===== config.mk =====
export PLATFORM = sky130hd
export DESIGN_NAME = bin_to_bcd_display_feed
export DESIGN_NICKNAME = d
export VERILOG_FILES = /design/src/rtl/bin_to_bcd_display_feed.sv
export SDC_FILE = /design/constraint.sdc
export NUM_CORES = 1
export LEC_CHECK = 0
export ABC_AREA = 1
export CAP_MARGIN = 20
export CORE_MARGIN = 2
export CORE_UTILIZATION = 45
export DETAILED_ROUTE_END_ITERATION = 16
export DONT_BUFFER_PORTS = 1
export GPL_TIMING_DRIVEN = 0
export SETUP_SLACK_MARGIN = 0.2
export SLEW_MARGIN = 20
export SYNTH_ARGS = -nofsm -noshare
export SYNTH_HDL_FRONTEND = slang
export SYNTH_SLANG_ARGS = --single-unit

===== constraint.sdc =====
create_clock -name clk_in -period 2 [get_ports clk_in]
set_clock_uncertainty 0.1 [all_clocks]
set_input_delay 0.4 -clock clk_in [delete_from_list [all_inputs] [get_ports clk_in]]
set_output_delay 0.4 -clock clk_in [all_outputs]
set_load 0.1 [all_outputs]

===== src/rtl/bin_to_bcd_display_feed.sv =====
// bin_to_bcd_display_feed: sequential double-dabble converter feeding a packed
// 8-digit BCD word and a sticky enable to the seven-segment display controller.
`default_nettype none

module bin_to_bcd_display_feed #(
    parameter int WIDTH   = 27,
    parameter int MAX_VAL = 99_999_999
) (
    input  logic             clk_in,
    input  logic             rst_n_in,
    input  logic [WIDTH-1:0] bin_in,
    input  logic             valid_in,
    output logic             ready_out,
    output logic             busy_out,
    output logic [31:0]      bcd_out,
    output logic             valid_out,
    output logic             overflow_out,
    output logic             en_out
);

    typedef enum logic [1:0] {
        IDLE  = 2'd0,
        SHIFT = 2'd1,
        DONE  = 2'd2
    } state_t;

    localparam logic [31:0] MAX_VAL_W  = 32'(MAX_VAL);
    localparam logic [4:0]  LAST_SHIFT = 5'(WIDTH - 1);

    state_t             state;
    state_t             state_nxt;
    logic [WIDTH-1:0]   shift_reg;
    logic [31:0]        scratch;
    logic [31:0]        scratch_adj;
    logic [4:0]         shift_cnt;
    logic               saturate;
    logic [31:0]        bin_ext;

    assign bin_ext = 32'(bin_in);

    always_ff @(posedge clk_in or negedge rst_n_in) begin
        if (!rst_n_in) begin
            state <= IDLE;
        end else begin
            state <= state_nxt;
        end
    end

    always_comb begin
        state_nxt = state;
        ready_out = 1'b0;
        busy_out  = 1'b1;
        case (state)
            IDLE: begin
                ready_out = 1'b1;
                busy_out  = 1'b0;
                if (valid_in) state_nxt = SHIFT;
            end
            SHIFT: begin
                if (shift_cnt == LAST_SHIFT) state_nxt = DONE;
            end
            DONE:    state_nxt = IDLE;
            default: state_nxt = IDLE;
        endcase
    end

    // Add-3 correction on every digit that would exceed 9 after the next shift.
    always_comb begin
        scratch_adj = scratch;
        for (int k = 0; k < 8; k++) begin
            if (scratch[4*k +: 4] >= 4'd5) begin
                scratch_adj[4*k +: 4] = scratch[4*k +: 4] + 4'd3;
            end
        end
    end

    always_ff @(posedge clk_in or negedge rst_n_in) begin
        if (!rst_n_in) begin
            shift_reg    <= '0;
            scratch      <= '0;
            shift_cnt    <= '0;
            saturate     <= 1'b0;
            bcd_out      <= '0;
            valid_out    <= 1'b0;
            overflow_out <= 1'b0;
            en_out       <= 1'b0;
        end else begin
            valid_out <= 1'b0;
            case (state)
                IDLE: begin
                    if (valid_in) begin
                        shift_reg <= bin_in;
                        scratch   <= '0;
                        shift_cnt <= '0;
                        saturate  <= (bin_ext > MAX_VAL_W);
                    end
                end
                SHIFT: begin
                    {scratch, shift_reg} <= {scratch_adj, shift_reg} << 1;
                    shift_cnt            <= shift_cnt + 5'd1;
                end
                DONE: begin
                    // Only the finished word reaches the display; scratch is never exposed.
                    bcd_out      <= saturate ? 32'h9999_9999 : scratch;
                    overflow_out <= saturate;
                    valid_out    <= 1'b1;
                    en_out       <= 1'b1;
                end
                default: ;
            endcase
        end
    end

endmodule

`default_nettype wire


Word-level counts from Yosys, hierarchy flattened

Index checks and enable logic that the tools add are counted.
W data, S select, Z words.

Input bits: 30
Word-level logic and storage cells: 58
Register bits after elaboration: 102

Add/sub/neg operators: 9
Reductions and logical operators: 5
Magnitude comparators: 9
Muxes and demuxes: 21
Equality and inequality tests: 5

Operators by type and width:

| operator               | number |
|---|---|
| $mux W32               | 2 |
| $pmux W32 S2           | 1 |
| $pmux W27 S2           | 1 |
| $ge A4 B3 Y1 const B   | 8 |
| $add A4 B2 Y4 const B  | 7 |
| $mux W4                | 7 |
| $gt A27 B27 Y1 const B | 1 |
| $mux W27               | 1 |
| $pmux W5 S2            | 1 |
| $reduce_and A2 Y1      | 3 |
| $add A5 B1 Y5 const B  | 1 |
| $eq A5 B5 Y1 const B   | 1 |
| $mux W5                | 1 |
| $mux W2                | 2 |
| $ne A2 B2 Y1 const B   | 2 |
| $pmux W2 S2            | 1 |
| $add A3 B2 Y3 const B  | 1 |
| $mux W1                | 3 |
| $mux W3                | 1 |
| $eq A2 B1 Y1 const B   | 1 |
| $eq A2 B2 Y1 const B   | 1 |
| $logic_not A2 Y1       | 1 |
| $reduce_bool A2 Y1     | 1 |

Depth between registers and ports, before layout

Gate-level depths: netlist of the first run.

Depth after elaboration: 3
Gate-level depth with buffers: 9
Depth with buffers taken out: 9

Least setup slack after synthesis of the first run

Ideal clock, no wire load.

Path type: reg2out
From: register state[0]
To: output port busy_out
Cell stages (with the launch flop): 4
Required time: 1.500 ns
Slack: -0.199 ns
Path buffers: 1
Arrival time: 1.699 ns
Cell sequence: dfrtp_1 -> nor2_4 -> buf_2 -> inv_1

Word-level cells in the longest chain between the ends: 2

RTL lines:

| item                   | RTL line | RTL |
|---|---|---|
| from (decl)            | 30       | `state_t state;` |
| from (signal assigned) | 45       | `state <= state_nxt;` |
| $logic_not A2 Y1       | 53       | `case (state)` |
| $mux W1                | 53       |  |
| to (decl)              | 14       | `output logic busy_out,` |

Every way passes these cells.

Worst setup path after layout of the first run

Same ends and word-level chain as after synthesis.

==> flow_metrics.tcl, run 1 <==
set metrics [dict create \
    num_vias 3831 \
    design.die.area_mm2 0.0118 \
    crit_type "flip-flop to output pin" \
    postRouteWirelength_mm 11.4 \
    rsz0062_at_grt "true" \
    row_count 38 \
    insertion_delay_ns 0.37 \
    die_x_um 108 \
    final-hold-violation-count 102 \
    grt_pass1_vias 3953 \
    setup_viol 1 \
    tightest_slew_ns 0.506 \
    io_pins 67 \
    multiInputGateArea_mm2 0.00198 \
    violations "hold timing, setup timing" \
    ff2ff_path_depth 8 \
    slowest_delay_ns 0.44 \
    final_layout_size_suffix_gt1_share_pct 20.9 \
    yosysTopAreaCellShare_pct 52.0 \
    setup_tns_ns -0.0943 \
    portBuffers 0 \
    gp_congestion 0.836 \
    worstPathRequired_ns 1.50 \
    slew_headroom_pct 66.3 \
    grtUsageMet1_pct 27.8 \
    cts_max_level 3 \
    maxSlewViolCount 0 \
    avgSynthCellArea_um2 9.22 \
    grt_busiest_layer "met2" \
    r2r_start "state[0]" \
    crit_slowest_cell "clkinvlp_4" \
    min_path_type "input pin to async pin" \
    r2r-end "scratch[13]" \
    grt_max_degree 103 \
    end_kind "output pin" \
    p_leak_nw 2.57 \
    antenna_cells 0 \
    grt_util_met2_pct 34.8 \
    syn-cell-area_mm2 0.00491 \
    area_delta_synth_final_pct 12.1 \
    syn_inst 532 \
    cellPowerDensity_mw_per_mm2 1710 \
    postLayoutSetupSlackWorst_ns -0.0943 \
    max_freq_mhz 477 \
    final_cell_mix "nand2_1, dfrtp_1, inv_1" \
    ys_warn_count 0 \
    outcome "finished, violations left" \
    critical_path_buf_inv_count 2 \
    die_h_um 108 \
    first_iter_violations 248 \
    place_ws_ns 0.119 \
    ant_nets 0 \
    grt.met3_usage_pct 5.73 \
    hold_slack_ns -0.387 \
    antenna_found_initial 0 \
    avgRoutedWirePerCell_um 16.3 \
    ys_top_cells_by_area "dfrtp_1, nand2_1, o21ai_0, inv_1, a21oi_1" \
    critPathLaunchType "flip-flop" \
    final_common_cell "nand2_1" \
    cp.arrival_ns 1.59 \
    fin_nets 603 \
    avgViaCountPerCell 5.47 \
    route.detailed.drc 0 \
    p_total_mw 9.42 \
    path_max_fanout 5 \
    synth-seq-cells 102 \
    cts_tree "built" \
    yosysTopAreaCell "dfrtp_1" \
    nFillCells 1010 \
    clockBufferDepth 2 \
    synth-seq-area-share_pct 52.0 \
    track_usage_pct 21.4 \
    irDropWorstVdd_mv 0.696 \
    cts_sinks 102 \
    clock-root-buffer "clkbuf_8" \
    min_period_ns 2.09 \
    start_util_pct 45.7 \
    regArea_mm2 0.00260 \
    hpwl_mm 7.70 \
    first_pass_iters 4 \
    overflow 0 \
    cts_made_buffers 9 \
    maxCapViolations 0 \
    coreArea_mm2 0.0107 \
    clkSlewWorstSetupHoldPaths_ns 0.10 \
    fin_crit_sh_pct 105 \
    path_cells "nor2_4, buf_12, clkinvlp_4" \
    grt_pass1_wl_mm 19.4 \
    rrSetupSlack_ns 0.29 \
    yosysUniqueCellTypes 31 \
    synthesis.nets 580 \
    path_delay_family "buffers and inverters" \
]
-- layer usage --
layer  part of all wire, %  wire, µm  vias to the layer above
met5                     0         0                        -
met4                  0.73        83                        0
met3                   5.0       576                        6
met2                    48      5490                       87
met1                    46      5270                     1894
li1                      -         -                     1844
-- cell usage after synthesis --
master	instances
a32o_1	1
buf_2	12
dfrtp_1	102
xor2_1	8
o221ai_1	8
a22oi_1	3
inv_1	66
o211ai_1	3
o221ai_2	4
inv_2	5
nand2_1	74
o21ai_0	51
mux2i_1	1
ha_1	18
nor2_1	33
nand2_2	1
buf_4	3
buf_6	4
o21ai_1	9
or2_2	9
a21oi_1	48
a21boi_0	1
nor2_8	1
o211ai_2	1
clkbuf_1	1
nand2_4	2
nand3_1	24
nand4_1	3
nor2_4	2
o21ai_2	10
o22ai_1	24
-- final cells by class --
cell class	instances	area share, %
multi-input combinational	340	35.9
sequential	102	47.2
timing repair buffer	11	2.02
clock inverter	4	1.27
clock buffer	12	2.64
inverter	71	4.96
tap	140	3.18
buffer	20	2.75
-- repair_timing --
| item | CTS | global route |
|---|---|---|
| resized for setup | 37 | 4 |
| pin swaps | 1 | 0 |
| endpoints found under the setup margin | 37 | 35 |
| buffers inserted | 4 | 6 |
| hold endpoints to repair | 102 | 102 |
| gates cloned | 1 | 1 |
-- cells by family after synthesis --
group / Yosys count / share of synthesized area, %
compound gates: 163 / 20.0
xor+xnor: 8 / 1.43
fa+ha+maj: 18 / 4.59
buf+inv: 91 / 8.11
flops: 102 / 52.0
mux: 1 / 0.204
simple gates: 149 / 13.6
-- report_power, final --
group	total, mW	internal, mW	switching, mW
logic	4.13	1.63	2.49
clock network	1.44	0.737	0.701
registers	3.86	2.85	1.01
-- worst max path at each step --
stage / startpoint / end / slack [ns] / depth (start not counted)
floorplan: state[0] / busy_out / 0.22 / 3
global placement: state[0] / busy_out / 0.12 / 3
detailed placement: state[0] / busy_out / 0.12 / 3
CTS: state[0] / busy_out / -0.11 / 3
global route: state[0] / busy_out / -0.16 / 3
finish: state[0] / busy_out / -0.09 / 3
-- through the flow --
stage	cell area, µm²	utilization (%)	hold WS (ns)	cells
after floorplan	4930	-	0.00441	532
after global placement	5100	47.5	0.00701	672
after detailed placement	5100	47.5	0.00700	672
after CTS	5430	50.6	-0.405	693
after global routing	5500	51.2	-0.427	700
final	5500	51.2	-0.387	700
No activity file was read; power rests on OpenSTA's default activity.
==> run 2, diff against run 1 <==
PLACE_DENSITY_LB_ADDON = 0.08   (was default)
==> run 2 against run 1 <==
  * The flow still finishes with violations (hold timing, setup timing)
  * Critical path depth is the same
  * Combinational power shrank 4%
  * Register-to-register slack lost 0.03 ns
  * Die area is the same
  * Sequential share of layout area grew 0.44 points
  * Clock power grew 3%
  * Utilization shrank 0.48 points
  * Global-route usage shrank 0.57 points
  * Final cell count shrank 1.0%
  * Worst setup slack is essentially flat
  * Clock-buffer cell count shrank 1
  * Worst hold slack gained 0.011 ns
  * Critical endpoint unchanged
  * Highest routed layer unchanged
==> flow_metrics.tcl, run 2 (synthesis results as in run 1) <==
set metrics [dict create \
    outcome "finished, violations left" \
    violations "hold timing, setup timing" \
    avgViaCountPerCell 5.35 \
    place_area_mm2 0.00510 \
    clkSlewWorstSetupHoldPaths_ns 0.10 \
    final_common_cell "nand2_1" \
    first_iter_violations 162 \
    ant_nets 0 \
    path_delay_family "buffers and inverters" \
    grt_pass1_wl_mm 19.1 \
    hpwl_mm 7.67 \
    critical_path_buf_inv_count 2 \
    p_total_mw 9.30 \
    gp_congestion 0.840 \
    p_leak_nw 2.54 \
    postLayoutSetupSlackWorst_ns -0.0941 \
    slew_headroom_pct 66.1 \
    antenna_cells 0 \
    maxSlewViolCount 0 \
    path_cells "nor2_4, buf_12, clkinvlp_4" \
    num_vias 3707 \
    crit_slowest_cell "clkinvlp_4" \
    cts_made_buffers 9 \
    portBuffers 0 \
    rsz0062_at_grt "true" \
    area_delta_synth_final_pct 11.0 \
    track_usage_pct 20.8 \
    clockBufferDepth 2 \
    final_layout_size_suffix_gt1_share_pct 20.3 \
    postRouteWirelength_mm 11.3 \
    tightest_slew_ns 0.509 \
    final_cell_mix "nand2_1, dfrtp_1, inv_1" \
    die_x_um 108 \
    avgRoutedWirePerCell_um 16.4 \
    nFillCells 1040 \
    cts_max_level 3 \
    row_count 38 \
    end_kind "output pin" \
    cellPowerDensity_mw_per_mm2 1710 \
    final-hold-violation-count 102 \
    clock-root-buffer "clkbuf_8" \
    cp.arrival_ns 1.59 \
    utilization_pct 50.7 \
    cts_sinks 102 \
    first_pass_iters 4 \
    io_pins 67 \
    fin_nets 596 \
    irDropWorstVdd_mv 0.725 \
    fin_area_mm2 0.00545 \
    route.detailed.drc 0 \
    grt_max_degree 103 \
    grt_pass1_vias 3888 \
    overflow 0 \
    hold_slack_ns -0.376 \
    crit_type "flip-flop to output pin" \
    path_max_fanout 5 \
    coreArea_mm2 0.0107 \
    insertion_delay_ns 0.36 \
    die_h_um 108 \
    fin_crit_sh_pct 105 \
    cts_tree "built" \
    worstPathRequired_ns 1.50 \
    slowest_delay_ns 0.44 \
    min_period_ns 2.09 \
    design.die.area_mm2 0.0118 \
    start_util_pct 45.7 \
    maxCapViolations 0 \
    min_path_type "input pin to async pin" \
    max_freq_mhz 478 \
    setup_viol 1 \
    antenna_found_initial 0 \
    critPathLaunchType "flip-flop" \
    setup_tns_ns -0.0941 \
]
-- run 2: cell count changes in the layout (fill, tap and decap cells not counted) --
| cell | previous run | this run |
|---|---|---|
| buf_6 | 5 | 4 |
| buf_4 | 12 | 7 |
| clkbuf_1 | 3 | 1 |
| clkinvlp_4 | 1 | 2 |
| clkinv_2 | 2 | 1 |
| clkbuf_8 | 10 | 11 |
| nand2_8 | 1 | 0 |
| clkinv_4 | 0 | 1 |
-- run 2: final timing paths --
path                                 endpoint  slack, ns          from  cells after the start
worst max-delay path                 busy_out      -0.09      state[1]                      3
worst min-delay path              bcd_out[21]      -0.38      rst_n_in                      0
worst max register to register    scratch[29]       0.26      state[1]                      7
worst min register to register   shift_cnt[4]       0.39  shift_cnt[4]                      1
max in group asynchronous         bcd_out[10]       2.02      rst_n_in                      0
min in group clk_in             shift_reg[10]       0.08    bin_in[10]                      2
-- run 2: per-layer routing --
layer / vias up / track usage (%) / share of wire (%)
met4: 0 / 6.41 / 0.71
li1: 1817 / - / -
met3: 6 / 4.28 / 4.5
met2: 78 / 35.2 / 49
met1: 1806 / 26.7 / 46
met5: - / 0 / 0
-- run 2: timing repair --
item | in CTS | in global routing
endpoints found under the setup margin | 37 | 8
gates cloned | 1 | 0
pin swaps | 1 | 1
setup buffers | 3 | 1
resized for setup | 36 | 3
hold endpoints to repair | 102 | 102
-- run 2: metrics by stage --
step           hold slack, ns  setup WS (ns)  cells
6_report               -0.376        -0.0941    693
5_1_grt                -0.409         -0.143    693
4_1_cts                -0.404         -0.118    692
3_5_place_dp          0.00723          0.133    672
3_3_place_gp          0.00685          0.123    672
2_1_floorplan         0.00441          0.219    532
-- run 2: area by class of cell --
type,count,area (µm²),share of cell area [%]
clock buffer,11,151,2.78
inverter,71,273,5.01
tap,140,175,3.21
multi-input combinational,339,1960,35.9
timing repair buffer,5,62.6,1.15
sequential,102,2600,47.7
buffer,20,151,2.78
clock inverter,5,81.3,1.49
-- run 2: power breakdown --
group          switching, mW  internal (mW)  leakage [nW]
Sequential              1.01           2.85          1.21
Combinational           2.42           1.53          1.22
Clock                  0.714          0.774         0.116
==> run 3, diff against run 2 <==
CELL_PAD_IN_SITES_DETAIL_PLACEMENT = 0   (was default)
CELL_PAD_IN_SITES_GLOBAL_PLACEMENT = 2   (was default)
CORE_UTILIZATION = 39   (was 45)
==> run 3 against run 2 <==
  * Critical endpoint unchanged
  * Sequential cell count did not move
  * Critical path type unchanged
  * Register-to-register slack improved by 0.02 ns
  * Non-clock buffer count rose by 6
  * The run still ends with hold timing, setup timing left
  * Highest routed layer unchanged
  * Critical path depth did not move
  * Clock-buffer cell count rose by 2
  * Largest cell class unchanged
==> flow_metrics.tcl, run 3 (synthesis results as in run 1) <==
set metrics [dict create \
    coreArea_mm2 0.0122 \
    postRouteWirelength_mm 12.2 \
    min_period_ns 2.09 \
    track_usage_pct 19.5 \
    rrSetupSlack_ns 0.28 \
    final_cells 727 \
    route.detailed.drc 0 \
    violations "hold timing, setup timing" \
    num_vias 3768 \
    p_leak_nw 2.63 \
    first_iter_violations 192 \
    nFillCells 1183 \
    clockBufferDepth 2 \
    wl_met3_um 536 \
    insertion_delay_ns 0.35 \
    top_layer_used "met4" \
    hold_slack_ns -0.355 \
    max_freq_mhz 478 \
    maxSlewViolCount 0 \
    place_ws_ns 0.100 \
    r2r_start "state[1]" \
    path_cells "nor2_4, buf_12, clkinvlp_4" \
    fin_crit_sh_pct 105 \
    tightest_slew_ns 0.888 \
    gp_congestion 0.829 \
    cp.arrival_ns 1.59 \
    crit_slowest_cell "clkinvlp_4" \
    clkSlewWorstSetupHoldPaths_ns 0.07 \
    cts_made_buffers 9 \
    critPathLaunchType "flip-flop" \
    crit_type "flip-flop to output pin" \
    final-hold-violation-count 102 \
    path_max_fanout 5 \
    cts_max_level 3 \
    ff2ff_path_depth 8 \
    maxCapViolations 0 \
    grt_pass1_wl_mm 19.7 \
    clock-root-buffer "clkbuf_16" \
    grt_max_degree 103 \
    cts_sinks 102 \
    ant_nets 0 \
    final_cell_mix "nand2_1, dfrtp_1, inv_1" \
    antenna_cells 0 \
    area_delta_synth_final_pct 14.7 \
    slew_headroom_pct 40.8 \
    drt-met1-wl_mm 5.74 \
    worstPathRequired_ns 1.50 \
    avgRoutedWirePerCell_um 16.8 \
    slowest_delay_ns 0.44 \
    r2r-end "scratch[25]" \
    wl_met2_mm 5.83 \
    end_kind "output pin" \
    die_x_um 116 \
    first_pass_iters 7 \
    regArea_mm2 0.00259 \
    rsz0062_at_grt "true" \
    min_path_type "input pin to async pin" \
    irDropWorstVdd_mv 0.584 \
    setup_viol 1 \
    row_count 40 \
    overflow 0 \
    grt_pass1_vias 3706 \
    postLayoutSetupSlackWorst_ns -0.0935 \
    hpwl_mm 8.23 \
    final_layout_size_suffix_gt1_share_pct 19.9 \
    setup_tns_ns -0.0935 \
    p_total_mw 9.85 \
    dp_cells 700 \
    io_pins 67 \
    outcome "finished, violations left" \
    final_common_cell "nand2_1" \
    die_h_um 116 \
    cellPowerDensity_mw_per_mm2 1750 \
    cts_tree "built" \
    design.die.area_mm2 0.0135 \
    start_util_pct 40.3 \
    portBuffers 0 \
    antenna_found_initial 0 \
    avgViaCountPerCell 5.18 \
    fin_nets 602 \
    multiInputGateArea_mm2 0.00197 \
]
run 3: changes by cell type in the layout (fill, tap and decap cells not counted), moves of 2 or more:
| cell | delta |
|---|---|
| buf_4 | +7 |
| clkbuf_8 | -7 |
| dfrtp_1 | +7 |
| buf_6 | +2 |
| dfrtp_2 | -7 |
| clkbuf_16 | +9 |
| clkbuf_4 | -2 |
run 3: area by class of cell:
class / instances / area share [%]
Timing Repair Buffer: 11 / 1.98
Inverter: 71 / 4.85
Clock buffer: 13 / 4.98
Clock inverter: 3 / 0.712
Multi-Input combinational cell: 339 / 34.9
Buffer: 20 / 2.80
Sequential cell: 102 / 46.0
Tap cell: 168 / 3.74
run 3: how the worst max path moves through the flow:
stage,start,end,slack (ns),cells past startpoint
after floorplan,state[0],busy_out,0.22,3
after global placement,state[0],busy_out,0.10,3
after detailed placement,state[0],busy_out,0.10,3
after CTS,state[0],busy_out,-0.12,3
after global routing,state[1],busy_out,-0.12,3
final,state[1],busy_out,-0.09,3
run 3: metal layers:
layer	track usage, %	up-vias
li1	-	1835
met1	26.0	1839
met2	32.0	85
met3	3.68	9
met4	6.90	0
met5	0	-
run 3: where the power goes:
part | internal, mW | total [mW] | switching (mW)
logic | 1.62 | 4.14 | 2.51
clock network | 1.10 | 1.86 | 0.759
registers | 2.85 | 3.85 | 1.00
run 3: through the flow:
stage,utilization [%],cell area [µm²]
after floorplan,-,4930
after global routing,46.3,5630
after CTS,45.4,5520
after global placement,42.2,5140
final,46.3,5630
after detailed placement,42.2,5140
run 3: worst max-delay path: cells and delay by family (launching register included):
| family | cells | cell delay (ns) |
|---|---|---|
| buffers and inverters | 2 | 0.65 |
| AND/OR/NAND/NOR | 1 | 0.18 |
| flip-flops | 1 | 0.41 |
run 3: what timing repair did:
| item | in CTS | in global routing |
|---|---|---|
| gates resized for setup | 8 | 30 |
| setup endpoints to repair | 8 | 35 |
| setup buffers | 3 | 7 |
| hold endpoints to repair | 102 | 102 |
| gates cloned | 1 | 0 |
| pin swaps | 1 | 1 |
